### config.mk
export PLATFORM = sky130hd
export DESIGN_NAME = flash_stream_reader_flat
export DESIGN_NICKNAME = d
export VERILOG_FILES = /design/src/rtl/flash_stream_reader_if.sv /design/src/rtl/flash_stream_reader.sv /design/src/flat_wrapper.sv
export SDC_FILE = /design/constraint.sdc
export NUM_CORES = 1
export LEC_CHECK = 0
export BUFFER_PORTS_ARGS = -buffer_cell sky130_fd_sc_hd__buf_2
export CAP_MARGIN = 20
export CORE_AREA = 2 2 168 170
export DETAILED_ROUTE_END_ITERATION = 16
export DIE_AREA = 0 0 170 172
export PLACE_DENSITY_LB_ADDON = 0.05
export SETUP_SLACK_MARGIN = 0.05
export SLEW_MARGIN = 20
export SYNTH_ARGS = -nofsm -noshare
export SYNTH_HDL_FRONTEND = slang
export SYNTH_SLANG_ARGS = --single-unit
### constraint.sdc
create_clock -name clk -period 3.1 [get_ports clk]
set_input_delay 0.155 -clock clk [delete_from_list [all_inputs] [get_ports clk]]
set_output_delay 0.155 -clock clk [all_outputs]
set_load 0.005 [all_outputs]
### src/rtl/flash_stream_reader_if.sv
// flash_stream_reader_if: flash read-master handshake plus the outgoing word stream
interface flash_stream_reader_if;
  logic        fl_inited;
  logic        fl_addr_en;
  logic [23:0] fl_addr_data;
  logic        fl_rd_data_available;
  logic [31:0] fl_rd_data;
  logic        fl_rd_ack;
  logic        out_valid;
  logic [31:0] out_data;
  logic        out_last;
  logic        out_ready;
  modport master(
    input  fl_inited, fl_rd_data_available, fl_rd_data, out_ready,
    output fl_addr_en, fl_addr_data, fl_rd_ack, out_valid, out_data, out_last
  );
  modport slave(
    output fl_inited, fl_rd_data_available, fl_rd_data, out_ready,
    input  fl_addr_en, fl_addr_data, fl_rd_ack, out_valid, out_data, out_last
  );
endinterface

### src/rtl/flash_stream_reader.sv
// flash_stream_reader: block read -> single-word flash requests -> FIFO stream; FLASH_RD_BSWAP_EN byte-reverses words
module flash_stream_reader #(
  parameter int FIFO_DEPTH = 4,
  parameter int CNT_W      = 16
) (
  input  logic              clk,
  input  logic              reset,
  input  logic              start,
  input  logic [23:0]       start_addr,
  input  logic [CNT_W-1:0]  word_count,
  output logic              busy,
  output logic              done,
  flash_stream_reader_if.master bus
);
  localparam int AW = $clog2(FIFO_DEPTH);
  localparam logic [AW:0] FULL = (AW+1)'(FIFO_DEPTH);
  localparam logic [2:0] IDLE = 3'd0, WAIT_INIT = 3'd1, REQ = 3'd2, WAIT_DATA = 3'd3,
                         WAIT_DROP = 3'd4, FINISH = 3'd5, DISCARD = 3'd6;
  logic [2:0]            state;
  logic [23:0]           cur_addr;
  logic [CNT_W-1:0]      remaining;
  logic                  zero_req, last_taken, ack;
  logic [31:0]           mem_d [FIFO_DEPTH];
  logic [FIFO_DEPTH-1:0] mem_l;
  logic [AW-1:0]         wr_ptr, rd_ptr;
  logic [AW:0]           cnt;
  logic                  push, pop, last_pop, fin_zero;
  logic [31:0]           din;
`ifdef FLASH_RD_BSWAP_EN
  assign din = {bus.fl_rd_data[7:0], bus.fl_rd_data[15:8], bus.fl_rd_data[23:16], bus.fl_rd_data[31:24]};
`else
  assign din = bus.fl_rd_data;
`endif
  assign push = state == WAIT_DATA && bus.fl_rd_data_available;
  assign pop = bus.out_valid && bus.out_ready;
  assign last_pop = pop && bus.out_last;
  assign fin_zero = state == FINISH && zero_req;
  assign bus.out_valid = cnt != '0;
  assign bus.out_data = bus.out_valid ? mem_d[rd_ptr] : 32'h0;
  assign bus.out_last = bus.out_valid && mem_l[rd_ptr];
  assign bus.fl_addr_en = state == REQ;
  assign bus.fl_addr_data = cur_addr;
  assign bus.fl_rd_ack = ack;
  always_ff @(posedge clk) begin
    if (reset) begin
      state <= IDLE;
      cur_addr <= '0;
      remaining <= '0;
      zero_req <= 1'b0;
      last_taken <= 1'b0;
      ack <= 1'b0;
      busy <= 1'b0;
      done <= 1'b0;
      wr_ptr <= '0;
      rd_ptr <= '0;
      cnt <= '0;
    end else begin
      ack <= 1'b0;
      done <= last_pop || fin_zero;
      if (last_pop || fin_zero) busy <= 1'b0;
      if (last_pop) last_taken <= 1'b1;
      if (push) begin
        mem_d[wr_ptr] <= din;
        mem_l[wr_ptr] <= remaining == CNT_W'(1);
        wr_ptr <= wr_ptr + AW'(1);
      end
      if (pop) rd_ptr <= rd_ptr + AW'(1);
      cnt <= cnt + (AW+1)'(push) - (AW+1)'(pop);
      case (state)
        IDLE:
          // a word left behind in the master by a reset is acked and thrown away first
          if (bus.fl_rd_data_available) begin
            ack <= 1'b1;
            state <= DISCARD;
          end else if (start) begin
            cur_addr <= start_addr;
            remaining <= word_count;
            busy <= 1'b1;
            zero_req <= word_count == '0;
            last_taken <= 1'b0;
            state <= word_count == '0 ? FINISH : WAIT_INIT;
          end
        DISCARD: if (!bus.fl_rd_data_available) state <= IDLE;
        WAIT_INIT: if (bus.fl_inited && cnt < FULL) state <= REQ;
        REQ: state <= WAIT_DATA;
        WAIT_DATA:
          if (bus.fl_rd_data_available) begin
            ack <= 1'b1;
            cur_addr <= cur_addr + 24'd4;
            remaining <= remaining - CNT_W'(1);
            state <= WAIT_DROP;
          end
        WAIT_DROP: if (!bus.fl_rd_data_available) state <= remaining == '0 ? FINISH : WAIT_INIT;
        FINISH: if (zero_req || last_taken || last_pop) state <= IDLE;
        default: state <= IDLE;
      endcase
    end
  end
endmodule

### src/flat_wrapper.sv
// flat-port wrapper written by rule: the top's interface ports become plain ports
module flash_stream_reader_flat 
#(
  parameter int FIFO_DEPTH = 4,
  parameter int CNT_W      = 16
)
  (clk, reset, start, start_addr, word_count, busy, done, bus_fl_inited, bus_fl_rd_data_available, bus_fl_rd_data, bus_out_ready, bus_fl_addr_en, bus_fl_addr_data, bus_fl_rd_ack, bus_out_valid, bus_out_data, bus_out_last);
  flash_stream_reader_if bus_i ();
  input  logic clk;
  input  logic reset;
  input  logic start;
  input  logic [23:0] start_addr;
  input  logic [CNT_W-1:0] word_count;
  output logic busy;
  output logic done;
  input wire logic [$bits(bus_i.fl_inited)-1:0] bus_fl_inited;
  input wire logic [$bits(bus_i.fl_rd_data_available)-1:0] bus_fl_rd_data_available;
  input wire logic [$bits(bus_i.fl_rd_data)-1:0] bus_fl_rd_data;
  input wire logic [$bits(bus_i.out_ready)-1:0] bus_out_ready;
  output wire logic [$bits(bus_i.fl_addr_en)-1:0] bus_fl_addr_en;
  output wire logic [$bits(bus_i.fl_addr_data)-1:0] bus_fl_addr_data;
  output wire logic [$bits(bus_i.fl_rd_ack)-1:0] bus_fl_rd_ack;
  output wire logic [$bits(bus_i.out_valid)-1:0] bus_out_valid;
  output wire logic [$bits(bus_i.out_data)-1:0] bus_out_data;
  output wire logic [$bits(bus_i.out_last)-1:0] bus_out_last;
  assign bus_i.fl_inited = bus_fl_inited;
  assign bus_i.fl_rd_data_available = bus_fl_rd_data_available;
  assign bus_i.fl_rd_data = bus_fl_rd_data;
  assign bus_i.out_ready = bus_out_ready;
  assign bus_fl_addr_en = bus_i.fl_addr_en;
  assign bus_fl_addr_data = bus_i.fl_addr_data;
  assign bus_fl_rd_ack = bus_i.fl_rd_ack;
  assign bus_out_valid = bus_i.out_valid;
  assign bus_out_data = bus_i.out_data;
  assign bus_out_last = bus_i.out_last;
  flash_stream_reader #(.FIFO_DEPTH(FIFO_DEPTH), .CNT_W(CNT_W)) u_core (.clk(clk), .reset(reset), .start(start), .start_addr(start_addr), .word_count(word_count), .busy(busy), .done(done), .bus(bus_i));
endmodule
==> run metrics, run 1 <==
cells after synthesis=656; final setup vio count=0; total length of routed wires=21.15 mm; HPWL after DPL=13.50 mm; 1st-iter DRT viols=288; # rows=61; Critical Path AT=between 2 and 3 ns; Async SR Flop Fraction=0%; Die X=170 µm; setup_tns=0 ns; Setup Fix Bufs, Post-CTS=0; Total GRT Usage=14.62%; EDFF count, synth=around 130; Pwr Total=7.704 mW; Synth top area share=47.06%; Seq cells post-synth=189; syn avg cell area=12.84 µm²; most area-hungry cell type in the Yosys netlist=edfxtp_1; Slew Limit Fails=0; Post-DP Area=9519 µm²; part of the cycle the worst path needs=76.87%; Worst-Margin Slew=0.8471 ns; DP Worst Slack=around 0.7 ns; Hold Path Class=in -> reg; vias in the first global route=~6k; Worst setup EP type=flip-flop; Initial Utilization=approximately 30%; status=complete, no violations; Top delay family on crit path=compound AO/OA/AOI/OAI gates; GPL Wtd Cong=0.8014; CTS tree=done; Port Buffers=approximately 140; GRT overflow=0; Final WS setup=a little over 0.7 ns; vias=5,949; htree depth=4; die height=172 µm; YS warnings=0; WP data required=3.39 ns; Buf+Inv Stages, Crit Path=1; FMAX=419.6 MHz; P_sw=around 2.6 mW; post-DR wirelength/cell=17.94 µm; Critical Path Slowest Stage Cell=or4b_1; Netlist cell types=72; global-route wire length before repair=32.71 mm; final hold vios=0; diode count=0; maxcap violations=0; CTS buffer count=17; syn nets=744; sequential fraction of the synthesis area=60.61%; I/O pin cnt=140; Root Driver=clkbuf_16; switching share of power=about a third; clk sinks=189; Critical Path Start Type=flip-flop; share of cells above drive strength 1=29.41%; # DRC=0; cts hold-fix bufs=37; crit path kind=reg -> reg; critical path cell sequence=or4b_1 -> a21oi_4 -> buf_4 -> o21ai_0 -> a2bb2oi_1 -> nor2_1; sequential share of power=between 40% and 50%; Leak Pwr=3.753 nW; Layout area overhead=24.21%; Clk Latency, worst-skew pair=0.44 ns; post-route ant nets=0; largest net degree at the start of global routing=53; Die Area=between 20,000 and 30,000 µm²; CORE AREA=27,480 µm²; initial antenna violation count=0; Slew Limit Headroom=43.05%; Max Clock Skew=0.01979 ns; RSZ-0062 raised after global routing=no; CTS max path bufs=2; design area=10,460 µm²; Comb pwr share=31.1%; Power Density=736.3 nW/µm²; Crit Path Max Fanout=19; ys flop type=edfxtp_1; Clk pwr share=27.5%; Post-Syn Area=around 8400 µm²; Largest stage delay, worst path=0.65 ns; Pint=5.109 mW; PostCTS Resize Cnt=0; top post-synthesis cells by area=edfxtp_1, dfxtp_1, mux4_2; clock-pin transition on the worst setup and hold timing paths=0.09 ns; worst vdd ir=roughly 0.3 mV; minimum clock period=roughly 2.4 ns; Fill cells=2,699; DR pass1 iterations=5; DR vias/cell=5.046; final net count=908
power groups by stage:
| stage | Sequential, mW | Clock, mW | Combinational, mW |
|---|---|---|---|
| floorplan | 3.10 | 0 | 1.69 |
| global placement | 3.25 | 0 | 2.39 |
| detailed placement | 3.25 | 0 | 2.41 |
| CTS | 3.20 | 2.19 | 2.46 |
| global route | 3.25 | 2.28 | 2.68 |
| finish | 3.20 | 2.12 | 2.39 |
cells in the final DEF, fill, tap and decap left out, types with 4 or more instances in the layout:
cell | Yosys | routed
buf_2 | 13 | 139
o31ai_1 | 5 | 5
nor4_1 | 8 | 8
a21oi_1 | 43 | 43
and2_1 | 44 | 40
a22oi_1 | 5 | 5
a211oi_1 | 6 | 6
nor3_1 | 12 | 12
mux4_2 | 33 | 33
a311oi_1 | 4 | 4
dlygate4sd3_1 | 0 | 37
nand2_1 | 49 | 49
buf_12 | 0 | 5
clkbuf_16 | 0 | 17
dfxtp_1 | 57 | 55
nor3b_1 | 5 | 5
or3_1 | 5 | 5
inv_8 | 0 | 5
nand3_1 | 19 | 19
edfxtp_1 | 132 | 132
o21ai_0 | 35 | 35
clkinvlp_4 | 0 | 4
nand4_1 | 8 | 8
a31oi_1 | 7 | 7
ha_1 | 9 | 9
and2_2 | 0 | 4
inv_1 | 15 | 15
nor2_1 | 38 | 38
buf_4 | 2 | 9
flip-flops by register name, summed over array words and instances (netlist names), 2 cells and up, named ones only:
| signal | flops |
|---|---|
| u_core.mem_l | 4 |
| u_core.cnt | 3 |
| u_core.wr_ptr | 2 |
| u_core.mem_d | 128 |
| u_core.state | 3 |
| u_core.bus.fl_addr_data | 24 |
| u_core.remaining | 16 |
| u_core.rd_ptr | 2 |
per-stage QoR:
step           util, %  std cells  hold slack [ns]
6_report         38.08       1179          0.02324
5_1_grt          38.08       1179          0.03174
4_1_cts          38.07       1179         0.007439
3_5_place_dp     34.64       1110           0.3751
3_3_place_gp     34.64       1110           0.3651
2_1_floorplan        -        656           0.2539
cells by family (layout without fill, tap and decap cells):
group	count (synthesis)	count (layout)	synth area share (%)
AND/OR/NAND/NOR	214	214	13.65
flip-flops	189	189	60.61
AO/OA/AOI/OAI	145	145	11.60
buffers and inverters	60	237	3.223
multiplexers	33	33	8.823
adder cells (fa/ha/maj)	10	10	1.575
XOR/XNOR	5	5	0.5200
cell type report:
type	count	area (µm²)	area share [%]
Sequential cell	189	5107	48.82
Clock inverter	15	146.4	1.399
Inverter	15	56.30	0.5382
Timing Repair Buffer	190	1234	11.79
Clock buffer	17	425.4	4.066
Multi-Input combinational cell	407	3060	29.25
Tap cell	346	432.9	4.138
worst register-to-register path: stages (launching register included):
cell	delay, ns
dfxtp_1	0.46
or4b_1	0.65
a21oi_4	0.47
buf_4	0.32
o21ai_0	0.12
a2bb2oi_1	0.17
nor2_1	0.05
synthesized netlist by cell type, types with 4 or more instances:
cell type	instances
edfxtp_1	132
dfxtp_1	57
nand2_1	49
and2_1	44
a21oi_1	43
nor2_1	38
o21ai_0	35
mux4_2	33
clkbuf_1	25
nand3_1	19
inv_1	15
buf_2	13
nor3_1	12
ha_1	9
nand4_1	8
nor4_1	8
a31oi_1	7
a211oi_1	6
a22oi_1	5
nor3b_1	5
o31ai_1	5
or3_1	5
a311oi_1	4
metal layers:
| metal | GRT usage [%] | routed length (µm) |
|---|---|---|
| met4 | 4.645 | 248 |
| met1 | 18.60 | 9465 |
| met5 | 0 | 0 |
| met2 | 25.18 | 10380 |
| met3 | 2.861 | 1055 |
worst paths after layout:
check | from | end | slack (ns) | cells past startpoint
max | u_core.state[0] | u_core.remaining[8] | 0.72 | 6
max reg2reg | u_core.state[0] | u_core.remaining[8] | 0.72 | 6
min | start_addr[12] | u_core.bus.fl_addr_data[12] | 0.02 | 3
min reg2reg | u_core.busy | u_core.busy | 0.47 | 2
No activity file was read; power rests on OpenSTA's default activity.
==> inputs of run 2 (changes only) <==
==> constraint.sdc (replaced) <==
create_clock -name clk -period 2.1 [get_ports clk]
set_input_delay 0.105 -clock clk [delete_from_list [all_inputs] [get_ports clk]]
set_output_delay 0.105 -clock clk [all_outputs]
set_load 0.005 [all_outputs]
==> run metrics, run 2 (synthesized netlist as in run 1, its figures left out) <==
status=complete, no violations; Critical Path AT=2.30 ns (-0.37 ns); fin util=39.41% (+1.3 points); Max Clock Skew=0.02033 ns (+0.0005454 ns); FMAX=505.3 MHz (+20%); Worst-Margin Slew=0.4609 ns (-0.3863 ns); most frequent cells in the layout=buf_2, edfxtp_1, dfxtp_1; Critical Path Slowest Stage Cell=fa_2; GPL Wtd Cong=0.8252 (+3.0%); DR vias/cell=5.048 (about the same); Critical Path Start Type=flip-flop; crit path kind=reg -> reg; Critical path origin=u_core.cnt[2]; part of the cycle the worst path needs=94.24% (+17 points); CORE AREA=27,480 µm² (unchanged); vias=6,103 (+2.6%); Crit Path Max Fanout=2 (-17); htree depth=4 (unchanged); Final WS setup=0.1209 ns (-0.5961 ns); vias in the first global route=6,245 (+4.3%); die height=172 µm (unchanged); RSZ-0062 raised after global routing=yes; critical path cell sequence=o31a_1 -> ha_1 -> inv_1 -> ha_1 -> inv_1 -> fa_2 -> xor2_1 -> xnor2_1 -> nor2_1; Port Buffers=139 (unchanged); CTS tree=done; Root Driver=clkbuf_16; reg2reg end=u_core.cnt[2]; 1st-iter DRT viols=296 (+2.8%); HPWL after DPL=13.68 mm (+1.3%); Leak Pwr=3.941 nW (+5.0%); Power Density=1103 nW/µm² (+50%); DP Worst Slack=0.05202 ns (-0.6470 ns); final setup vio count=0 (unchanged); # DRC=0 (unchanged); GRT overflow=0 (unchanged); Initial Utilization=30.66% (unchanged); Slew Limit Fails=0 (unchanged); global-route wire length before repair=33.66 mm (+2.9%); clock-pin transition on the worst setup and hold timing paths=0.08 ns (about the same); Hold Path Class=in -> reg; Top delay family on crit path=adder cells; initial antenna violation count=1 (+1); Layout area overhead=28.56%; commonest non-fill, non-tap cell in the layout=buf_2; Die Area=29,240 µm² (unchanged); Buf+Inv Stages, Crit Path=2 (+1); Reg with most FFs=u_core.mem_d; R2R Setup Slk=0.12 ns (-0.60 ns); largest net degree at the start of global routing=39 (-26%); Worst Hold Path Cells=3 (unchanged); final net count=938 (+3.3%); Pwr Total=11.94 mW (+55%); worst reg2reg startpoint=u_core.cnt[2]; setup_tns=0 ns (unchanged); hold path startpoint=start_addr[14]; final hold vios=0 (unchanged); Largest stage delay, worst path=0.33 ns (-0.32 ns); total length of routed wires=21.99 mm (+4.0%); clk sinks=189 (unchanged); Slew Limit Headroom=69.27% (+26 points); worst vdd ir=0.4211 mV (+44%); Worst Reg2Reg Path Length in Cells=9 (+3); Worst setup EP type=flip-flop; maxcap violations=0 (unchanged); # rows=61 (unchanged); DR pass1 iterations=5 (unchanged); I/O pin cnt=140 (unchanged); Die X=170 µm (unchanged); hold path endpoint=u_core.bus.fl_addr_data[14]; minimum clock period=1.979 ns (-0.4039 ns); Clk Latency, worst-skew pair=0.43 ns (about the same); CTS max path bufs=2 (unchanged); WP data required=2.42 ns (-0.97 ns); post-DR wirelength/cell=18.19 µm (+1.4%); diode count=0 (unchanged); share of cells above drive strength 1=31.40% (+2.0 points); CTS buffer count=17 (unchanged); Total GRT Usage=14.94% (+0.32 points); max FFs per register=128 (unchanged); post-route ant nets=0 (unchanged)
## run 2: cell count changes in the layout (fill, tap and decap cells not counted), moves of 2 or more
cell / delta
inv_6: +3
inv_8: -2
clkinv_8: +2
buf_4: +16
dlygate4sd3_1: +6
clkinvlp_4: -4
clkbuf_16: +2
buf_12: +4
## run 2: report_power, final
part / internal (mW) / switching, mW / total, mW
Sequential: 4.27 / 0.293 / 4.57
Clock: 1.61 / 1.61 / 3.22
Combinational: 2.02 / 2.14 / 4.16
Total: 7.90 / 4.04 / 11.9
## run 2: metal layers
metal  global-route usage, %  part of all wire (%)  vias up  wire length, µm
met1                   19.60                    47     3034            10320
met2                   25.29                    48      147            10560
li1                        -                     -     2904                -
met4                   3.716                  0.84        2              185
met3                   3.204                   4.2       16              916
met5                       0                 0.032        -                7
## run 2: stage by stage
stage	cell area (µm²)	hold slack (ns)	instances
2_1_floorplan	8431	0.2039	656
3_3_place_gp	9727	0.3151	1131
3_5_place_dp	9727	0.3221	1131
4_1_cts	10750	0.006727	1206
5_1_grt	10830	0.03195	1209
6_report	10830	0.03533	1209
## run 2: how the worst max path moves through the flow
stage                                  end  cells after the start
after detailed placement     u_core.cnt[2]                      9
after CTS                 bus_out_data[11]                      4
after global placement       u_core.cnt[2]                      9
final                        u_core.cnt[2]                      9
after floorplan              u_core.cnt[2]                     11
after global routing         u_core.cnt[2]                      9
## run 2: cell type report
type | instances | area (µm²)
clock inverter | 14 | 160.2
multi-input combinational | 407 | 3069
fill | 2648 | 16650
tap | 346 | 432.9
timing repair buffer | 220 | 1570
sequential | 189 | 5111
clock buffer | 18 | 429.2
inverter | 15 | 56.30
## run 2: what timing repair did
action,4_1_cts,5_1_grt
hold buffers,43,0
gates cloned,0,3
buffers inserted,0,0
setup endpoints to repair,11,38
hold endpoints to repair,137,0
pin swaps,4,3
gates resized for setup,2,5
## run 2: tightest hold or removal path, stage by stage
cell      delay (ns)
buf_2           0.10
o21ai_0         0.15
a211oi_1        0.07
==> inputs of run 3 (changes only) <==
--- a/config.mk
+++ b/config.mk
@@ -7,6 +7,8 @@
 export LEC_CHECK = 0
 export BUFFER_PORTS_ARGS = -buffer_cell sky130_fd_sc_hd__buf_2
 export CAP_MARGIN = 20
+export CELL_PAD_IN_SITES_DETAIL_PLACEMENT = 0
+export CELL_PAD_IN_SITES_GLOBAL_PLACEMENT = 2
 export CORE_AREA = 2 2 168 170
 export DETAILED_ROUTE_END_ITERATION = 16
 export DIE_AREA = 0 0 170 172
==> run metrics, run 3 (synthesized netlist as in run 1, its figures left out) <==
clk sinks=189 (unchanged); die height=172 µm (unchanged); Leak Pwr=4.012 nW (+1.8%); Reg with most FFs=u_core.mem_d; global-route wire length before repair=34.31 mm (+1.9%); maxcap violations=0 (unchanged); Worst Reg2Reg Path Length in Cells=9 (unchanged); DR vias/cell=4.989 (-1.2%); Critical Path AT=2.36 ns (+0.06 ns); final hold vios=0 (unchanged); Hold WS=0.02627 ns (-0.009064 ns); P_sw=4.001 mW (-0.84%); largest net degree at the start of global routing=39 (unchanged); Comb pwr share=34.9% (about the same); Slew Limit Fails=0 (unchanged); commonest non-fill, non-tap cell in the layout=buf_2; # rows=61 (unchanged); vias=6,106 (+0.049%); Clk pwr share=26.9% (about the same); CORE AREA=27,480 µm² (unchanged); Worst-Margin Slew=0.6700 ns (+0.2091 ns); GRT overflow=0 (unchanged); CTS buffer count=17 (unchanged); crit path kind=reg -> reg; Port Buffers=139 (unchanged); most frequent cells in the layout=buf_2, edfxtp_1, dfxtp_1; final setup vio count=0 (unchanged); Die X=170 µm (unchanged); post-DR wirelength/cell=18.16 µm (-0.17%); switching share of power=33.48% (-0.32 points); worst vdd ir=0.4109 mV (-2.4%); HPWL after DPL=14.73 mm (+7.6%); DP Worst Slack=0.004958 ns (-0.04707 ns); Max Clock Skew=0.01270 ns (-0.007636 ns); Total GRT Usage=15.41% (+0.47 points); share of cells above drive strength 1=32.95% (+1.6 points); GPL Wtd Cong=0.8151 (-1.2%); fin cells=1,224 (+1.2%); Critical Path Start Type=flip-flop; DR pass1 iterations=4 (-1); max FFs per register=128 (unchanged); initial antenna violation count=1 (unchanged); Layout area overhead=29.87%; I/O pin cnt=140 (unchanged); Pint=7.951 mW (+0.59%); placed cells=1,140 (+0.80%); Die Area=29,240 µm² (unchanged); RSZ-0062 raised after global routing=yes; status=complete, no violations; htree depth=4 (unchanged); Slew Limit Headroom=54.18% (-15 points); sequential share of power=38.3% (about the same); post-route ant nets=0 (unchanged); total length of routed wires=22.23 mm (+1.1%); Crit Path Max Fanout=2 (unchanged); CTS max path bufs=2 (unchanged); Critical path origin=u_core.cnt[2]; Root Driver=clkbuf_16; hold path startpoint=start_addr[13]; Initial Utilization=30.66% (unchanged); reg2reg end=u_core.cnt[2]; R2R Setup Slk=0.05 ns (-0.07 ns); worst reg2reg startpoint=u_core.cnt[2]; setup_tns=0 ns (unchanged); vias in the first global route=6,155 (-1.4%); Power Density=1093 nW/µm² (-0.90%); WP data required=2.41 ns (about the same); Pwr Total=11.95 mW (+0.11%); minimum clock period=2.049 ns (+0.07004 ns); final net count=952 (+1.5%); Hold Path Class=in -> reg; Clk Latency, worst-skew pair=0.43 ns (about the same); part of the cycle the worst path needs=97.58% (+3.3 points); # DRC=0 (unchanged); Critical Path Sink=u_core.cnt[2]; clock-pin transition on the worst setup and hold timing paths=0.08 ns (about the same); Final WS setup=0.05083 ns (-0.07004 ns); FMAX=488.0 MHz (-3.4%); Worst setup EP type=flip-flop; 1st-iter DRT viols=379 (+28%); CTS tree=done
==> run 3: worst min path at each step <==
stage / to / slack, ns / cells after the start
floorplan: u_core.mem_d[0][0] / 0.20 / 0
finish: u_core.bus.fl_addr_data[13] / 0.03 / 3
CTS: u_core.bus.fl_rd_ack / 0.01 / 2
global route: u_core.bus.fl_addr_data[13] / 0.02 / 3
detailed placement: u_core.mem_d[0][17] / 0.32 / 1
global placement: u_core.mem_d[0][15] / 0.32 / 1
==> run 3: layout make-up <==
type                       count  area [µm²]
antenna                        1       2.502
clock buffer                  18       429.2
clock inverter                14       162.7
fill                        2660       16540
inverter                      15       56.30
multi-input combinational    407        3069
sequential                   189        5117
tap                          346       432.9
timing repair buffer         234        1669
==> run 3: timing repair <==
item / CTS / global route
endpoints found under the hold margin: 136 / 0
endpoints found under the setup margin: 9 / 39
cloned: 0 / 3
resized for setup: 2 / 8
hold buffers: 42 / 0
setup buffers: 0 / 6
pin swaps: 1 / 6
==> run 3: per-layer routing <==
metal | wire, µm | vias up | GRT usage [%] | share of wire (%)
met2 | 11230 | 154 | 26.99 | 51
met1 | 9912 | 3014 | 19.54 | 45
met3 | 872 | 14 | 2.976 | 3.9
met4 | 212 | 0 | 4.236 | 0.95
li1 | - | 2924 | - | -
met5 | 0 | - | 0 | 0
==> run 3: power by group through the flow <==
stage          Sequential (mW)  Clock (mW)  Combinational [mW]
2_1_floorplan             4.57           0                2.50
3_3_place_gp              4.62           0                3.96
3_5_place_dp              4.63           0                3.98
4_1_cts                   4.55        3.32                4.06
5_1_grt                   4.63        3.47                4.65
6_report                  4.58        3.21                4.17
==> run 3: per-stage QoR <==
stage	util, %	instance area, µm²
finish	39.81	10940
global route	39.80	10940
CTS	39.34	10810
detailed placement	35.65	9794
global placement	35.65	9794
floorplan	-	8431
==> run 3: worst max-delay path, cell delays in order, from the launching register on <==
cell and delay (ns):
dfxtp_2 0.32, o31a_1 0.31, ha_1 0.28, inv_1 0.06
ha_1 0.15, inv_2 0.04, fa_2 0.40, xor2_2 0.16
xnor2_1 0.15, nor2_1 0.05
